===== src/rtl/reg_file_operand_stage.sv =====
// Purpose : NREG x WIDTH register file (r0 reads 0) with bypassed dual read ports feeding a one-deep ALU operand latch.
// Latency : read address -> out_data0/1 and out_alu_sel is 1 clock; write -> same-cycle read is 0 clocks (bypass).
// Backpressure: stall holds the latch (writes still land in the file), flush inserts a bubble, reset overrides both.
module reg_file_operand_stage #(
  parameter int WIDTH = 16,
  parameter int NREG  = 8,
  parameter int AW    = 3
) (
  input  logic             clock,
  input  logic             reset,
  input  logic [AW-1:0]    rd_addr1,
  input  logic [AW-1:0]    rd_addr2,
  input  logic             wr_en,
  input  logic [AW-1:0]    wr_addr,
  input  logic [WIDTH-1:0] wr_data,
  input  logic             in_valid,
  input  logic [2:0]       alu_sel_in,
  input  logic             stall,
  input  logic             flush,
  output logic [WIDTH-1:0] out_data0,
  output logic [WIDTH-1:0] out_data1,
  output logic [2:0]       out_alu_sel,
  output logic             out_valid
);

  logic [WIDTH-1:0] regs [NREG];
  logic [WIDTH-1:0] rd1;
  logic [WIDTH-1:0] rd2;

  // Register array: cleared on reset (pending write dropped); writeback never touches r0.
  always_ff @(posedge clock) begin
    if (!reset) begin
      for (int i = 0; i < NREG; i++) begin
        regs[i] <= '0;
      end
    end else if (wr_en && (wr_addr != '0)) begin
      regs[wr_addr] <= wr_data;
    end
  end

  // Read ports: r0 forced to zero, then same-cycle write bypass, then stored value.
  always_comb begin
    rd1 = regs[rd_addr1];
    rd2 = regs[rd_addr2];
    if (rd_addr1 == '0) begin
      rd1 = '0;
    end else if (wr_en && (wr_addr == rd_addr1)) begin
      rd1 = wr_data;
    end
    if (rd_addr2 == '0) begin
      rd2 = '0;
    end else if (wr_en && (wr_addr == rd_addr2)) begin
      rd2 = wr_data;
    end
  end

  // Operand latch: reset > flush > stall > load; data is loaded even for invalid slots.
  always_ff @(posedge clock) begin
    if (!reset) begin
      out_data0   <= '0;
      out_data1   <= '0;
      out_alu_sel <= '0;
      out_valid   <= 1'b0;
    end else if (flush) begin
      out_data0   <= '0;
      out_data1   <= '0;
      out_alu_sel <= '0;
      out_valid   <= 1'b0;
    end else if (!stall) begin
      out_data0   <= rd1;
      out_data1   <= rd2;
      out_alu_sel <= alu_sel_in;
      out_valid   <= in_valid;
    end
  end

endmodule


===== config.mk =====
export PLATFORM = sky130hd
export DESIGN_NAME = reg_file_operand_stage
export DESIGN_NICKNAME = d
export VERILOG_FILES = /design/src/rtl/reg_file_operand_stage.sv
export SDC_FILE = /design/constraint.sdc
export NUM_CORES = 1
export LEC_CHECK = 0
export CAP_MARGIN = 10
export CORE_MARGIN = 3
export CORE_UTILIZATION = 50
export CTS_CLUSTER_SIZE = 20
export DETAILED_ROUTE_END_ITERATION = 7
export PLACE_DENSITY = 0.7
export SLEW_MARGIN = 5
export SYNTH_ARGS = -nofsm -noshare
export SYNTH_HDL_FRONTEND = slang
export SYNTH_SLANG_ARGS = --single-unit

===== constraint.sdc =====
create_clock -name clock -period 2.75 [get_ports clock]
set_input_delay 0.275 -clock clock [delete_from_list [all_inputs] [get_ports clock]]
set_output_delay 0.275 -clock clock [all_outputs]
set_load 0.005 [all_outputs]

==> run metrics <==
MaxCap Viol Count 0; routed length per placed instance ~24 µm; Avg Inst Size Synth between 10 and 15 µm²; Final ANT Viol Nets 0; max-slew violation count 0; CTS sink cnt around 160; Net count, final between 800 and 900; H-tree levels 4; P per Cell Area 577 nW/µm²; Worst EP required roughly 3.1 ns; ys async rst share 0%; Diodes inserted 0; clk buf depth 2; clock tree from TritonCTS built; peak supply drop ~0.44 mV; worst-margin pin slew roughly 0.99 ns; M2 GR Usage between 40% and 50%; clock power share 37.8%; Critical Path AT between 2 and 3 ns; Post-synth top flop edfxtp_1; CTS buffer count 17; Synth Instances between 700 and 800; Tot GR Track Use ~28%; sequential cell area fraction in the yosys report roughly 53%; kind of start point of the critical path input pin; I/O Buffers 69; synthesis-to-layout area growth 18.9%; Post-CTS Hold Fix Bufs 0; die width about 140 µm; initial antenna violation count 0; RSZ-0062 raised after global routing no; met1 Track Usage GR approximately 36%; Setup CP Type in2reg; Core Rows 47; Vias about 6500; P_int around 4.5 mW; Post-CTS Resized 0; DIE HEIGHT 138 µm; worst r2r path cells 4; Slew headroom between 30% and 40%; Fmax approximately 460 MHz; postcts setup bufs 0; clock root cell clkbuf_16; Final Routed Wirelength ~26000 µm; Min Clock Period, post-route 2.19 ns; combinational share of power between 10% and 20%; sum of negative setup slack 0 ns; status finished, final reports clean; HP Start alu_sel_in[1]; Worst Clk Skew 0.00470 ns; M3 GR Usage 5.51%; Detail Placement HPWL ~16000 µm; Synth top cells by count and2_1, edfxtp_1, mux2_2; layout cell share with drive strength beyond 1 a little under a quarter; Netlist cell types 30; Seq pwr share between 40% and 50%; DR pass1 iterations 8; Yosys top cell area share 44.3%; drc violations 0; Core Area around 17000 µm²; final cycle utilization of the critical path between 70% and 80%; gpl congestion ~0.84; Sw Share around a quarter; Switch Pwr around 1.4 mW; Hold WS 0.478 ns; top fanout value on the critical path 12; vias in the first global route between 6000 and 7000; initial core utilization between 50 and 60%; Critical Path End Type flop; area post-placement 9750 µm²; DIE AREA between 15000 and 20000 µm²; Fin. Hold Viols 0; layer carrying the most global-route usage met2; Critical Path Source rd_addr2[2]; first-pass GRT wire length between 30000 and 40000 µm; top-count cell post-synth and2_1; EDFF count, synth roughly 130; IO Pins 70; WHS Path Cells 3; Critical R2R Launch regs[6][3]; GRT overflow 0; Via density between 6 and 7; clock slew at reported path FFs around 0.060 ns; HP Class in2reg; Final Cell Area roughly 10000 µm²; biggest area consumer among synthesized cells edfxtp_1; Synth area leaders edfxtp_1, mux2_2, and2_1, dfxtp_1, nor3_1; cell area after synthesis approximately 8700 µm²; synth warn 0; final setup violation count 0; Lkg Pwr about 3.7 nW; largest net degree at the start of global routing 55; First DRT Iteration DRCs 743; FF+latch count, synth about 160; Clk Latency, worst-skew pair 0.43 ns
==> through the flow <==
step | power, mW | util [%] | worst slack [ns] | cells
floorplan | 3.40 | - | 0.530 | 745
global placement | 3.71 | 58.2 | 0.225 | 1027
detailed placement | 3.73 | 58.2 | 0.199 | 1027
CTS | 5.95 | 61.5 | 0.626 | 1059
global route | 6.13 | 61.5 | 0.513 | 1059
finish | 5.95 | 61.5 | 0.564 | 1059
==> layout make-up <==
cell class | count | area [µm²]
fillers | 1326 | 6450
clock buffers | 23 | 478
repair buffers | 113 | 1040
inverters | 3 | 11.3
clock inverters | 9 | 78.8
flip-flops and latches | 164 | 4560
well taps | 220 | 275
multi-input cells | 527 | 3860
==> cell usage in the layout, fill, tap and decap left out, drive strengths merged, types with 5 or more instances in the layout <==
master         synthesis  layout
and3                  32      32
edfxtp               128     128
clkdlybuf4s50          0      67
nor2                  13      13
a21oi                 34      34
dfxtp                 36      36
clkbuf                23      23
mux2                 128     128
buf                   28      46
xnor2                  6       6
conb                   1      16
nor3                  65      65
clkinv                 0       5
and2                 146     146
o21ai                 38      38
a222oi                32      32
==> power groups by stage <==
stage               combinational, mW  sequential, mW  clock (mW)
finish                          0.804            2.89        2.25
global route                    0.851            2.91        2.37
CTS                             0.795            2.89        2.27
detailed placement              0.788            2.94           0
global placement                0.778            2.93           0
floorplan                       0.486            2.92           0
==> metal layers <==
layer  vias up  wire (µm)
li1       2919          -
met1      3196      10100
met5         -          0
met3        65       2160
met2       368      12500
met4         0        846
==> critical path, cell delays in order <==
cell             delay, ns
clkdlybuf4s50_1       0.48
nor2_1                0.79
buf_4                 0.35
a21oi_1               0.11
buf_4                 0.22
o21ai_0               0.19
nor3_1                0.07
==> registers in the layout, indices dropped and copies added, names as in the netlist <==
name	cells
out_data1	16
out_alu_sel	3
out_valid	1
out_data0	16
regs	128
==> worst paths after layout <==
| path | slack, ns | end |
|---|---|---|
| setup / recovery | 0.56 | out_data1[2] |
| hold reg to reg | 0.51 | out_alu_sel[0] |
| setup reg to reg | 1.08 | out_data1[3] |
| hold / removal | 0.48 | out_alu_sel[1] |
==> cells by family (layout without fill, tap and decap cells) <==
group / count (synthesis) / after routing / synth area share, %
AND/OR/NAND/NOR: 269 / 269 / 18.1
flip-flops: 164 / 164 / 52.6
multiplexers: 132 / 132 / 17.2
AO/OA/AOI/OAI: 104 / 104 / 7.85
buffers and inverters: 54 / 148 / 3.45
XOR/XNOR: 6 / 6 / 0.693
other: 1 / 16 / 0.0433
(Power assumes the default switching activity.)
